===== src/rtl/hs_arb_pkg.sv =====
// hs_arb_pkg: shared types and helpers for the round-robin packet arbiter.
// Holds the arbiter state enum, the round-robin pick and a clog2 helper.
package hs_arb_pkg;

  typedef enum logic [0:0] {
    IDLE = 1'b0,
    LOCK = 1'b1
  } arb_state_e;

  function automatic int clog2(input int v);
    int r;
    r = 0;
    while ((1 << r) < v) r++;
    return r;
  endfunction

  // First requester at or after (ptr+1) mod n with req set; 0 if none.
  function automatic int rr_pick(
    input logic [31:0] req,
    input int          ptr,
    input int          n
  );
    int   idx;
    logic hit;
    rr_pick = 0;
    hit     = 1'b0;
    for (int k = 1; k <= 32; k++) begin
      if (k <= n) begin
        idx = (ptr + k) % n;
        if (!hit && req[idx[4:0]]) begin
          rr_pick = idx;
          hit     = 1'b1;
        end
      end
    end
  endfunction

endpackage


===== src/rtl/hs_skid_buf.sv =====
// hs_skid_buf: 2-entry registered FIFO used as the arbiter output stage.
// in_ready_o depends only on occupancy, so there is no ready feed-through.
module hs_skid_buf #(
  parameter int W = 8
) (
  input  logic         clk,
  input  logic         rstn,
  input  logic         in_valid_i,
  output logic         in_ready_o,
  input  logic [W-1:0] in_data_i,
  output logic         out_valid_o,
  input  logic         out_ready_i,
  output logic [W-1:0] out_data_o
);

  logic [W-1:0] m0_q, m1_q;
  logic         wp_q, rp_q;
  logic [1:0]   cnt_q;
  logic         push, pop;

  assign in_ready_o  = (cnt_q != 2'd2);
  assign out_valid_o = (cnt_q != 2'd0);
  assign out_data_o  = rp_q ? m1_q : m0_q;
  assign push        = in_valid_i & in_ready_o;
  assign pop         = out_valid_o & out_ready_i;

  // Storage, pointers and occupancy; empty after reset.
  always_ff @(posedge clk or negedge rstn) begin
    if (!rstn) begin
      m0_q  <= '0;
      m1_q  <= '0;
      wp_q  <= 1'b0;
      rp_q  <= 1'b0;
      cnt_q <= 2'd0;
    end else begin
      if (push) begin
        if (wp_q) m1_q <= in_data_i;
        else      m0_q <= in_data_i;
        wp_q <= ~wp_q;
      end
      if (pop) rp_q <= ~rp_q;
      unique case ({push, pop})
        2'b10:   cnt_q <= cnt_q + 2'd1;
        2'b01:   cnt_q <= cnt_q - 2'd1;
        default: cnt_q <= cnt_q;
      endcase
    end
  end

endmodule


===== src/rtl/hs_rr_pkt_arbiter.sv =====
// hs_rr_pkt_arbiter: N:1 valid/ready round-robin arbiter with packet lock.
// Define HS_RR_PKT_ARB_OUT_REG_EN to add a registered 2-entry output stage.
module hs_rr_pkt_arbiter
  import hs_arb_pkg::*;
#(
  parameter int REQ_NUM   = 8,
  parameter int DATA_WD   = 32,
  parameter int USE_LAST  = 1,
  parameter int MAX_BURST = 16,
  parameter int ID_WD     = $clog2(REQ_NUM)
) (
  input  logic                       clk,
  input  logic                       rstn,
  input  logic [REQ_NUM-1:0]         valid_in,
  input  logic [REQ_NUM*DATA_WD-1:0] data_in,
  input  logic [REQ_NUM-1:0]         last_in,
  output logic [REQ_NUM-1:0]         ready_in,
  output logic                       valid_out,
  output logic [DATA_WD-1:0]         data_out,
  output logic                       last_out,
  output logic [ID_WD-1:0]           id_out,
  input  logic                       ready_out,
  output logic                       busy
);

  localparam int CW = $clog2(MAX_BURST + 1);

  arb_state_e       state_q, state_d;
  logic [ID_WD-1:0] ptr_q, ptr_d;
  logic [ID_WD-1:0] gid_q, gid_d;
  logic [CW-1:0]    cnt_q, cnt_d;

  logic               is_lock;
  logic               lane_vld;
  logic [DATA_WD-1:0] lane_data;
  logic               cnt_hit;
  logic               lane_last;
  logic               in_vld;
  logic               rdy;
  logic               fire;

  assign is_lock   = (state_q == LOCK);
  assign lane_vld  = valid_in[gid_q];
  assign lane_data = data_in[int'(gid_q)*DATA_WD +: DATA_WD];
  assign cnt_hit   = (cnt_q == CW'(MAX_BURST - 1));
  assign lane_last = (USE_LAST != 0) ? last_in[gid_q] : cnt_hit;
  assign in_vld    = is_lock & lane_vld;
  assign fire      = in_vld & rdy;
  assign busy      = is_lock;

`ifdef HS_RR_PKT_ARB_OUT_REG_EN
  logic buf_rdy;

  hs_skid_buf #(
    .W(DATA_WD + 1 + ID_WD)
  ) u_skid (
    .clk        (clk),
    .rstn       (rstn),
    .in_valid_i (in_vld),
    .in_ready_o (buf_rdy),
    .in_data_i  ({lane_last, lane_data, gid_q}),
    .out_valid_o(valid_out),
    .out_ready_i(ready_out),
    .out_data_o ({last_out, data_out, id_out})
  );

  assign rdy = buf_rdy;
`else
  assign rdy       = ready_out;
  assign valid_out = in_vld;
  assign data_out  = is_lock ? lane_data : '0;
  assign last_out  = is_lock & lane_last;
  assign id_out    = gid_q;
`endif

  // Only the locked lane ever sees ready.
  always_comb begin
    ready_in        = '0;
    ready_in[gid_q] = is_lock & rdy;
  end

  // Grant selection in IDLE, beat counting and release in LOCK.
  always_comb begin
    state_d = state_q;
    ptr_d   = ptr_q;
    gid_d   = gid_q;
    cnt_d   = cnt_q;
    unique case (state_q)
      IDLE: begin
        if (|valid_in) begin
          gid_d   = ID_WD'(rr_pick(32'(valid_in), int'(ptr_q), REQ_NUM));
          ptr_d   = gid_d;
          cnt_d   = '0;
          state_d = LOCK;
        end
      end
      LOCK: begin
        if (fire) begin
          if (lane_last) begin
            cnt_d   = '0;
            state_d = IDLE;
          end else begin
            cnt_d = cnt_q + 1'b1;
          end
        end
      end
      default: state_d = IDLE;
    endcase
  end

  // State registers; requester 0 wins first after reset.
  always_ff @(posedge clk or negedge rstn) begin
    if (!rstn) begin
      state_q <= IDLE;
      ptr_q   <= ID_WD'(REQ_NUM - 1);
      gid_q   <= '0;
      cnt_q   <= '0;
    end else begin
      state_q <= state_d;
      ptr_q   <= ptr_d;
      gid_q   <= gid_d;
      cnt_q   <= cnt_d;
    end
  end

endmodule


===== config.mk =====
export PLATFORM = sky130hd
export DESIGN_NAME = hs_rr_pkt_arbiter
export DESIGN_NICKNAME = d
export VERILOG_FILES = /design/src/rtl/hs_arb_pkg.sv /design/src/rtl/hs_skid_buf.sv /design/src/rtl/hs_rr_pkt_arbiter.sv
export SDC_FILE = /design/constraint.sdc
export NUM_CORES = 1
export LEC_CHECK = 0
export ABC_AREA = 1
export BUFFER_PORTS_ARGS = -buffer_cell sky130_fd_sc_hd__clkbuf_2
export CAP_MARGIN = 10
export CELL_PAD_IN_SITES_DETAIL_PLACEMENT = 1
export CELL_PAD_IN_SITES_GLOBAL_PLACEMENT = 1
export CORE_UTILIZATION = 21
export DETAILED_ROUTE_END_ITERATION = 12
export GPL_TIMING_DRIVEN = 0
export PLACE_DENSITY = 0.91
export SETUP_SLACK_MARGIN = 0.5
export SLEW_MARGIN = 20
export SYNTH_ARGS = -nofsm -noshare
export SYNTH_HDL_FRONTEND = slang
export SYNTH_SLANG_ARGS = --single-unit

===== constraint.sdc =====
create_clock -name clk -period 3 [get_ports clk]
set_clock_uncertainty 0.1 [all_clocks]
set_input_delay 0 -clock clk [delete_from_list [all_inputs] [get_ports clk]]
set_output_delay 0 -clock clk [all_outputs]
set_load 0.02 [all_outputs]

## Yosys cells after proc, flatten, opt, wreduce, memory -nomap -nowiden

Cells that the tools add are included.

- Flip-flop bits (word level): 7
- Bits in latches: 0
- Memory bits (writable): 0
- ROM bits: 0
- Logic and storage cells: 117
- Memories: 0

- Add/sub/neg operators: 8
- $mul: 0
- Div/mod/pow operators: 0
- $lt $le $gt $ge: 10
- Equality and inequality tests: 0
- Shift-type cells: 1
- Multiplexer cells: 56
- Bitwise logic cells: 14
- Reductions and logical operators: 25

Operators with widths:

| kind | count |
|---|---|
| $shiftx A256 B9 Y32 | 1 |
| $lt A5 B6 Y1 const B | 8 |
| $mux W1 | 35 |
| $bmux W1 S4 | 8 |
| $mux W32 | 1 |
| $mux W3 | 8 |
| $reduce_or A3 Y1 | 8 |
| $add A3 B3 Y3 const B | 4 |
| $and A1 B1 Y1 const A | 8 |
| $and A8 B8 Y8 | 1 |
| $logic_and A1 B1 Y1 | 8 |
| $reduce_or A8 Y1 | 1 |
| $logic_not A1 Y1 | 7 |
| $add A3 B1 Y3 const B | 2 |
| $add A3 B2 Y3 const B | 2 |
| $bmux W1 S3 | 2 |
| $and A1 B1 Y1 | 4 |
| $lt A3 B4 Y1 const B | 1 |
| $demux W1 S3 | 1 |
| $ge A3 B1 Y1 const B | 1 |
| $pmux W1 S2 | 1 |
| $reduce_and A2 Y1 | 1 |
| $not A1 Y1 | 1 |

## Depth between registers and ports, before layout

Gate-level depths: netlist (run 1).

- Depth after elaboration: 41
- Depth in mapped cells: 17
- Gate-level depth less buffers: 16

## Worst setup path after synthesis (run 1)

Ideal clock, no wire load.

- Path kind: register to register
- From: register ptr_q[1]
- To: register gid_q[1] (netlist: id_out[1])
- Setup time: 118 ps
- Arrival time: 2080 ps
- Data required time: 2782 ps
- Setup slack: 702 ps
- Cell stages (with the launch flop): 16
- Period minus slack after synthesis: 2298 ps
- Cell sequence: dfstp_2 -> inv_1 -> ha_1 -> buf_6 -> inv_2 -> nand3_2 -> nand3_2 -> nand2_4 -> nor2_4 -> nand4_2 -> nor2_2 -> nand2_2 -> o21ai_1 -> inv_1 -> nand2_1 -> nand2_1

- Word-level cells in the longest chain between the ends: 41
- Elaborated cells between the ends (all ways): 83
- Classes of those cells: 8 x add/sub; 45 x mux; 8 x bitwise; 22 x reduce/logical

Ends and longest elaborated chain:

| what | line | text |
|---|---|---|
| start: declaration | hs_rr_pkt_arbiter.sv:29 | `logic [ID_WD-1:0] ptr_q, ptr_d;` |
| start signal: assignment | hs_rr_pkt_arbiter.sv:115 | `ptr_q <= ID_WD'(REQ_NUM - 1);` |
| start signal: assignment | hs_rr_pkt_arbiter.sv:120 | `ptr_q <= ptr_d;` |
| $add A3 B1 Y3 | hs_arb_pkg.sv:29 | `idx = (ptr + k) % n;` |
| $reduce_or A3 Y1 (no source line) | -- |  |
| $and A1 B1 Y1 (no source line) | -- |  |
| $bmux W1 S4 | hs_arb_pkg.sv:30 | `if (!hit && req[idx[4:0]]) begin` |
| $mux W1 (not written as such) | hs_arb_pkg.sv:30 |  |
| $mux W1 | hs_arb_pkg.sv:30 |  |
| $mux W1 | hs_rr_pkt_arbiter.sv:90 | `if (\|valid_in) begin` |
| $mux W1 | hs_rr_pkt_arbiter.sv:88 | `unique case (state_q)` |
| [25 not listed] | -- |  |
| $logic_not A1 Y1 | hs_arb_pkg.sv:30 |  |
| $logic_and A1 B1 Y1 | hs_arb_pkg.sv:30 |  |
| $mux W1 | hs_arb_pkg.sv:30 |  |
| $mux W1 | hs_rr_pkt_arbiter.sv:90 |  |
| $mux W1 | hs_rr_pkt_arbiter.sv:88 |  |
| $logic_not A1 Y1 | hs_arb_pkg.sv:30 |  |
| $logic_and A1 B1 Y1 | hs_arb_pkg.sv:30 |  |
| $mux W3 (*) | hs_arb_pkg.sv:30 |  |
| end signal: assignment | hs_rr_pkt_arbiter.sv:121 | `gid_q <= gid_d;` |
| end: declaration | hs_rr_pkt_arbiter.sv:30 | `logic [ID_WD-1:0] gid_q, gid_d;` |

Mark *: on every way between the ends. The rest lies on a longest branch, timed or not. The select of a mux whose other input is x is not followed.
A chain may end at the register's enable or synchronous reset.

## Worst setup path in the final report (run 1)

- From: register gid_q[0] (netlist: id_out[0])
- To: output data_out[18]

- Word-level cells in the longest chain between the ends: 2

Ends and longest elaborated chain:

| what | line | text |
|---|---|---|
| $shiftx A256 B9 Y32 | hs_rr_pkt_arbiter.sv:44 | `assign lane_data = data_in[int'(gid_q)*DATA_WD +: DATA_WD];` |
| $mux W32 | hs_rr_pkt_arbiter.sv:71 | `assign data_out = is_lock ? lane_data : '0;` |
| end: declaration | hs_rr_pkt_arbiter.sv:19 | `output logic [DATA_WD-1:0] data_out,` |

Every way passes these cells.

==> impl_metrics.toml, run 1 <==
[floorplan]
rows = 45
dieArea_um2 = 16100
die_width_um = 127
core_area_um2 = 15200
ios = 321
start_util = 0.215
fp.dieH_um = 127

[route]
drt-initial-drc-count = 267
dr.pass1.iters = 5
drt_drc_violations_left = 0
routed_wirelength_mm = 23.8
viasPerCell = 5.24
routedWlPerCell_um = 19.9
ant_nets = 0
vias = 6278

[critical_path]
critPathLaunchType = "register"
cp_slowest_cell = "dfrtp_1"
crit_required_ns = 2.90
path_cells = "clkbuf_4, buf_4, buf_2, nor2_1, nor2_1, o21ai_0, a41oi_1, clkbuf_2"
path_common_cell = "nor2_1"
cp_num_buf_inv = 4
crit_family = "buffers and inverters"
worstPathMaxFanout = 10
critPathArrivalTime_ns = 2.36
crit_path_max_incr_delay_ns = 0.44
crit_type = "register to output port"
rrSetupSlack_ns = 0.54
cp-end-kind = "output port"

[cts]
htree_levels = 1
cts_sinks = 7
clockBufferDepth = 2
cts_tree = "built"
clk_pin_slew_ns = 0.04
numCtsBuffers = 3
root_buffer = "clkbuf_16"
clock_latency_ns = 0.24

[logic_synthesis]
syn_area_um2 = 3280
synth_seq_cells = 7
synth.avg_cell_area_um2 = 4.87
netlist-cell-type-count = 34
synth_warnings = 0
synth_nets = 950
synthCells = 673
yosysSeqAreaShare = 0.0546

[cells_and_area]
layout_commonest_cell = "clkbuf_2"
stdcell_area_um2 = 5440
multiInputGateArea_um2 = 2870
nets = 1287
layout-drive-gt1-share = 0.398
mostFrequentLayoutCells = "clkbuf_2, nor2_1, o21ai_0"
fill_cells = 2205
syn_to_final_growth_pct = 66.2
regArea_um2 = 179
post-route-util = 0.358
antenna_cells = 0

[placed_design]
dp_slack_ns = 0.403
place.gp.congestion = 0.978
placed_cell_area_um2 = 5110
portBuffers = 320
dp_hpwl_mm = 18.5

[global_route]
grt_max_degree = 11
overflow = 0
grt_antenna_before_repair = 1
grt_usage = 0.274
grt_pass1_vias = 6233
grt_pass1_wl_mm = 33.6

[timing]
layout_min_cycle_time_ns = 2.46
rsz0062_at_grt = "true"
worstMarginPinSlew_ns = 0.765
finalMaxSlewViolations = 0
finalHoldViolations = 0
setup_viol = 0
fin_crit_sh = 0.821
setup_tns_ns = 0
fin_ws_ns = 0.537
fmax_mhz = 406
max-slew-margin-rel = 0.490

[power_and_ir_drop]
peakVddDrop_uv = 486
power_density_nw_per_um2 = 1280
power.total_mw = 6.96
cellLeakagePower_nw = 2.90

[min_path]
hold_class = "input pin to asynchronous set/reset pin"

[run]
maxCapViolCount = 0

[outcome]
status = "complete, no violations"
## final cells by class
type | instances | share of cell area
inverters | 28 | 0.0237
multi-input cells | 590 | 0.527
well taps | 188 | 0.0432
repair buffers | 332 | 0.312
clock buffers | 4 | 0.0145
flip-flops and latches | 7 | 0.0329
plain buffers | 48 | 0.0476
## cells in the mapped netlist, drive strengths merged
master / number / area share
inv: 26 / 0.031
ha: 2 / 0.0076
nor2: 284 / 0.33
a41oi: 32 / 0.086
o22ai: 3 / 0.0057
xnor2: 2 / 0.0076
dfstp: 3 / 0.024
nand3: 27 / 0.056
clkinv: 2 / 0.0023
a31oi: 3 / 0.0057
o21ai: 139 / 0.21
nor4: 2 / 0.0038
dfrtp: 4 / 0.031
nand4: 5 / 0.011
and2: 1 / 0.0019
buf: 15 / 0.030
xor2: 1 / 0.0027
nand2: 86 / 0.11
clkbuf: 33 / 0.038
a21oi: 3 / 0.0046
## sequential cells by signal (all words and copies together), names as in the netlist
register	cells
busy	1
id_out	3
ptr_q	3
## timing repair
item                                    in CTS  in global routing
gates resized for setup                     18                 39
endpoints found under the setup margin      36                 26
setup buffers                                1                  9
hold endpoints to repair                     8                  0
hold buffers                                 2                  0
cloned                                       0                  0
pin swaps                                    0                 11
## worst paths after layout
path / from / cells past startpoint / end
max in group asynchronous: rstn / 2 / ptr_q[1]$_DFFE_PN1P_
min reg2reg: id_out[1]$_DFFE_PN0P_ / 2 / id_out[1]$_DFFE_PN0P_
max reg2reg: ptr_q[1]$_DFFE_PN1P_ / 14 / id_out[1]$_DFFE_PN0P_
min: rstn / 2 / busy$_DFF_PN0_
max: id_out[0]$_DFFE_PN0P_ / 8 / data_out[18]
min in group clk: last_in[3] / 6 / busy$_DFF_PN0_
## routing by layer
layer	part of all wire	vias up	routed length, µm	global-route usage
met3	0.069	84	1640	0.0515
met1	0.40	2950	9510	0.308
met2	0.48	317	11400	0.495
li1	-	2927	-	-
met4	0.051	0	1200	0.129
met5	0	-	0	0
## per-stage QoR
stage               std cells  hold WS [ns]
floorplan                 673        -0.396
global placement         1181        -0.262
detailed placement       1181        -0.254
CTS                      1188        0.0555
global route             1197        0.0859
finish                   1197        0.0718
## report_power, final
group | switching, mW | internal [mW]
registers | 0.0758 | 0.159
clock network | 0.0571 | 0.177
logic | 4.43 | 2.06
## logic make-up (layout without fill, tap and decap cells)
kind of cell,count (synthesis),count (layout),synth area share
AND/OR/NAND/NOR,405,405,0.513
flip-flops,7,7,0.0546
AO/OA/AOI/OAI,180,180,0.314
adder cells (fa/ha/maj),2,2,0.00764
XOR/XNOR,3,3,0.0103
buffers and inverters,76,412,0.100
(Power assumes the default switching activity.)
==> run 2: changes to the inputs <==
ABC_AREA = 0   (was 1)
CORE_AREA = 2 2 124 126   (was unset)
CORE_UTILIZATION = unset   (was 21)
DIE_AREA = 0 0 126 128   (was unset)
PLACE_DENSITY = 0.84   (was 0.91)
clock period = 2.6 ns   (was 3 ns; I/O delays follow)
==> run 2 against run 1 <==
Net effect:
- the run now ends with negative setup slack left
- critical endpoint is now id_out[0]$_DFFE_PN0P_
- largest cell class unchanged
- highest routed layer is now met5
- via count shrank 27%
- synthesized area grew 7.0%
- combinational power grew 24%
- critical path depth grew 6
- routed wire length shrank 14%
==> impl_metrics.toml, run 2 <==
[outcome]
status = "finished, violations left"
violations = "negative setup slack"

[power_and_ir_drop]
power_density_nw_per_um2 = 1380
p_int_mw = 4.37
power_switching_mw = 4.17
peakVddDrop_uv = 512
p_comb_frac = 0.939
pwr-share-clk = 0.031
power_frac_seq = 0.029
power.total_mw = 8.53
cellLeakagePower_nw = 3.03
switching_share = 0.488

[critical_path]
crit_required_ns = 2.67
cp_slowest_cell = "dfstp_2"
reg2reg_from = "ptr_q[0]$_DFFE_PN1P_"
crit_start = "ptr_q[0]$_DFFE_PN1P_"
critPathArrivalTime_ns = 3.22
crit_path_max_incr_delay_ns = 0.55
crit_type = "register to register"
worstPathMaxFanout = 6
path_cells = "buf_6, buf_8, clkinv_8, ha_4, buf_8, buf_6, mux4_2, or2_4, nor4_4, buf_4, o21ai_2, o211a_1, a211oi_2, a21o_1"
cp-end-kind = "register"
critPathLaunchType = "register"
rrSetupSlack_ns = -0.55

[cts]
numCtsBuffers = 3
htree_levels = 1
cts_sinks = 7
clock_latency_ns = 0.23
clk_pin_slew_ns = 0.04
root_buffer = "clkbuf_16"
clockBufferDepth = 2
cts_tree = "built"

[cells_and_area]
layout-drive-gt1-share = 0.766
syn_to_final_growth_pct = 75.8
final_cells = 852
nets = 940
mostFrequentLayoutCells = "clkbuf_2, mux4_2, mux2i_1"
layout_commonest_cell = "clkbuf_2"

[logic_synthesis]
synth_top_area_cell = "mux4_2"
synthCells = 304
synth.avg_cell_area_um2 = 11.5
synth_nets = 581
synth_edf_count = 0
netlist-cell-type-count = 47
synth_seq_cells = 7
post-synth-top-count-cell = "mux4_2"
yosysTopAreaCellShare = 0.527
synth_common_cells = "mux4_2, mux2i_1, nor2b_1, clkbuf_1, nor2_1"
synth.area.top_cells = "mux4_2, mux2i_1, nor2b_1"
synth_ff_type = "dfrtp_1"
yosysSeqAreaShare = 0.0510
syn_area_um2 = 3510
synth_warnings = 0
synthArstFlopShare = 1.00

[timing]
setup_viol = 6
finalMaxSlewViolations = 0
layout_min_cycle_time_ns = 3.15
rsz0062_at_grt = "true"
hold_slack_ns = 0.0449
max-slew-margin-rel = 0.618
setup_tns_ns = -3.04
fin_crit_sh = 1.21
fin_ws_ns = -0.553
worstMarginPinSlew_ns = 0.573
fmax_mhz = 317
finalHoldViolations = 0

[global_route]
grt_pass1_vias = 4933
grt_max_degree = 11
overflow = 0
grt_antenna_before_repair = 3
grt_usage = 0.236
grt_pass1_wl_mm = 28.8

[route]
routed_wirelength_mm = 20.5
dr.pass1.iters = 5
drt_drc_violations_left = 0
drt-initial-drc-count = 360
ant_nets = 0
viasPerCell = 5.35
routedWlPerCell_um = 24.1
vias = 4554

[floorplan]
fp.dieH_um = 128
dieArea_um2 = 16100
ios = 321
core_area_um2 = 14900
start_util = 0.236
rows = 45
die_width_um = 126

[min_path]
hold_class = "input pin to asynchronous set/reset pin"

[placed_design]
place.gp.congestion = 0.925
dp_slack_ns = -0.735
portBuffers = 320
dp_hpwl_mm = 17.0
dp_cells = 812

[run]
maxCapViolCount = 0
## run 2: layout make-up
type | instances | area, µm²
inverter | 6 | 35.0
clock buffer | 4 | 78.8
tap | 188 | 235
antenna | 2 | 5.00
buffer | 36 | 390
multi-input combinational | 255 | 3260
sequential | 7 | 180
timing repair buffer | 354 | 1980
fill | 1766 | 8700
## run 2: path summary, 6_finish.rpt
check	end	depth (start not counted)
worst max-delay path	id_out[0]$_DFFE_PN0P_	14
worst min-delay path	id_out[0]$_DFFE_PN0P_	2
worst max register to register	id_out[0]$_DFFE_PN0P_	14
worst min register to register	ptr_q[1]$_DFFE_PN1P_	3
max in group asynchronous	ptr_q[1]$_DFFE_PN1P_	2
min in group clk	busy$_DFF_PN0_	4
## run 2: through the flow
stage,util,instance area [µm²]
after floorplan,-,3580
after global placement,0.365,5420
after detailed placement,0.365,5420
after CTS,0.398,5910
after global routing,0.415,6160
final,0.415,6160
## run 2: timing repair
| item | CTS | global route |
|---|---|---|
| hold buffers | 2 | 0 |
| pin swaps | 8 | 5 |
| hold endpoints to repair | 8 | 0 |
| setup endpoints to repair | 49 | 29 |
| gates cloned | 0 | 2 |
| resized for setup | 70 | 61 |
| buffers inserted | 20 | 10 |
## run 2: layer usage
metal	GRT usage	up-vias	part of all wire
met5	0	-	0.00063
met4	0.0937	2	0.045
met3	0.0497	53	0.082
met2	0.422	291	0.52
met1	0.277	2244	0.36
li1	-	1964	-
## run 2: power by group through the flow
stage	clock, mW	sequential [mW]	combinational [mW]
after floorplan	0	0.263	4.79
final	0.269	0.248	8.02
after global placement	0	0.243	6.56
after detailed placement	0	0.246	6.68
after global routing	0.278	0.258	8.53
after CTS	0.271	0.232	7.45
## run 2: logic make-up after synthesis
kind of cell             count (synthesis)  share of synthesized area
multiplexers                           134                      0.680
buffers and inverters                   42                     0.0535
flip-flops                               7                     0.0510
adder cells (fa/ha/maj)                  2                    0.00714
XOR/XNOR                                 4                     0.0143
AND/OR/NAND/NOR                         86                      0.135
AO/OA/AOI/OAI                           29                     0.0600
## run 2: worst max-delay path, delay by kind of cell (launching register included)
| kind | cells | cell delay (ns) |
|---|---|---|
| multiplexers | 1 | 0.32 |
| buffers and inverters | 6 | 0.68 |
| adder cells (fa/ha/maj) | 1 | 0.23 |
| AO/OA/AOI/OAI | 4 | 0.57 |
| AND/OR/NAND/NOR | 2 | 0.62 |
| flip-flops | 1 | 0.55 |
==> run 3: changes to the inputs <==
GPL_TIMING_DRIVEN = unset   (was 0)
==> run 3 against run 2 <==
Net effect:
- the run still ends with negative setup slack left
- total power down 2.3%
- worst hold slack better by 0.032 ns
- critical path depth down 4
- die area unchanged
- via count down 3.8%
- critical endpoint is now id_out[2]$_DFFE_PN0P_
- clock power about the same
- count of clock-buffer cells in the layout unchanged
==> impl_metrics.toml, run 3 (synthesis results as in run 2) <==
[critical_path]
worstPathMaxFanout = 8
critPathLaunchType = "register"
crit_type = "register to register"
reg2regPathDepth = 10
path_common_cell = "buf_4"
cp_slowest_cell = "dfstp_2"
crit_path_max_incr_delay_ns = 0.56
rrSetupSlack_ns = -0.25
cp-end-kind = "register"
rr_endpoint = "id_out[2]$_DFFE_PN0P_"
critPathArrivalTime_ns = 2.91
crit_required_ns = 2.66
path_cells = "clkinv_4, ha_4, mux4_2, buf_4, mux2i_1, nor2_1, and2_4, buf_4, o41ai_4, o221a_1"
reg2reg_from = "ptr_q[0]$_DFFE_PN1P_"

[global_route]
grt_usage = 0.215
grt_pass1_wl_mm = 26.6
overflow = 0
grt_max_degree = 40
grt_pass1_vias = 4735
grt_antenna_before_repair = 2

[outcome]
violations = "negative setup slack"
status = "finished, violations left"

[cells_and_area]
syn_to_final_growth_pct = 71.8
mostFrequentLayoutCells = "clkbuf_2, mux4_2, buf_4"
nets = 925
stdcell_area_um2 = 6020
antenna_cells = 0
layout_commonest_cell = "clkbuf_2"
layout-drive-gt1-share = 0.770

[power_and_ir_drop]
power.total_mw = 8.33
cellLeakagePower_nw = 2.94
power_density_nw_per_um2 = 1380
peakVddDrop_uv = 601

[route]
viasPerCell = 5.25
ant_nets = 0
drt-initial-drc-count = 238
dr.pass1.iters = 6
drt_drc_violations_left = 0
vias = 4381
routed_wirelength_mm = 18.9
routedWlPerCell_um = 22.6

[floorplan]
dieArea_um2 = 16100
rows = 45
die_width_um = 126
fp.dieH_um = 128
start_util = 0.236
core_area_um2 = 14900
ios = 321

[cts]
numCtsBuffers = 3
clockBufferDepth = 2
cts_sinks = 7
cts_tree = "built"
root_buffer = "clkbuf_16"
clk_pin_slew_ns = 0.04
htree_levels = 1
clock_latency_ns = 0.23

[timing]
layout_min_cycle_time_ns = 2.85
fmax_mhz = 351
finalHoldViolations = 0
worstMarginPinSlew_ns = 0.658
fin_crit_sh = 1.10
fin_ws_ns = -0.250
setup_viol = 6
max-slew-margin-rel = 0.558
finalMaxSlewViolations = 0
hold_slack_ns = 0.0770
rsz0062_at_grt = "true"

[placed_design]
dp_slack_ns = -0.309
place.gp.congestion = 0.897
portBuffers = 320
dp_hpwl_mm = 15.6
placed_cell_area_um2 = 5560

[min_path]
hold_class = "input pin to asynchronous set/reset pin"

[run]
maxCapViolCount = 0
[run 3: changes by cell type in the layout (fill, tap and decap cells not counted), moves of 3 or more]
| cell | delta |
|---|---|
| clkbuf_1 | -3 |
| dfrtp_4 | +3 |
| buf_12 | -3 |
| clkbuf_8 | -3 |
| buf_6 | -11 |
| mux2i_1 | -3 |
| buf_4 | +10 |
| mux2i_2 | +4 |
| buf_2 | -4 |
[run 3: area by class of cell]
cell class                      count  area, µm²
Fill cell                        1780       8840
Multi-Input combinational cell    255       3270
Timing Repair Buffer              375       2220
Tap cell                          188        235
Sequential cell                     7        190
Clock buffer                        4       78.8
Inverter                            6       27.5
[run 3: how the worst max path moves through the flow]
stage,endpoint,startpoint,depth (start not counted),slack [ns]
floorplan,id_out[0]$_DFFE_PN0P_,ptr_q[0]$_DFFE_PN1P_,12,-0.38
global placement,id_out[2]$_DFFE_PN0P_,ptr_q[1]$_DFFE_PN1P_,10,-0.21
detailed placement,id_out[2]$_DFFE_PN0P_,ptr_q[1]$_DFFE_PN1P_,10,-0.31
CTS,id_out[2]$_DFFE_PN0P_,ptr_q[0]$_DFFE_PN1P_,9,-0.24
global route,id_out[2]$_DFFE_PN0P_,ptr_q[0]$_DFFE_PN1P_,10,-0.35
finish,id_out[2]$_DFFE_PN0P_,ptr_q[0]$_DFFE_PN1P_,10,-0.25
[run 3: report_power, final]
group	internal, mW	switching [mW]
combinational	3.90	3.73
clock	0.204	0.0614
sequential	0.200	0.237
[run 3: routing by layer]
layer,track usage,share of wire,up-vias
li1,-,-,1933
met3,0.0622,0.094,40
met5,0,0.0015,-
met2,0.375,0.50,275
met1,0.248,0.37,2129
met4,0.0873,0.038,4
[run 3: stage by stage]
stage                     cells  setup TNS (ns)  utilization
after floorplan             304           -2.14            -
after global placement      815           -1.08        0.374
after detailed placement    815           -1.51        0.374
after CTS                   829           -1.23        0.391
after global routing        835           -1.94        0.405
final                       835           -1.29        0.405
[run 3: repair_timing]
action / 4_1_cts / 5_1_grt
pin swaps: 3 / 2
buffers inserted: 7 / 3
resized for setup: 20 / 41
hold buffers: 2 / 0
setup endpoints to repair: 37 / 35
endpoints found under the hold margin: 8 / 0
cloned: 1 / 3
[run 3: worst max-delay path: cells and delay by family, from the launching register on]
family / cells / cell delay, ns
and+or+nand+nor: 2 / 0.25
AOI/OAI and AO/OA: 2 / 0.46
DFF: 1 / 0.56
adders and majority gates: 1 / 0.33
buffers and inverters: 3 / 0.36
muxes: 2 / 0.70
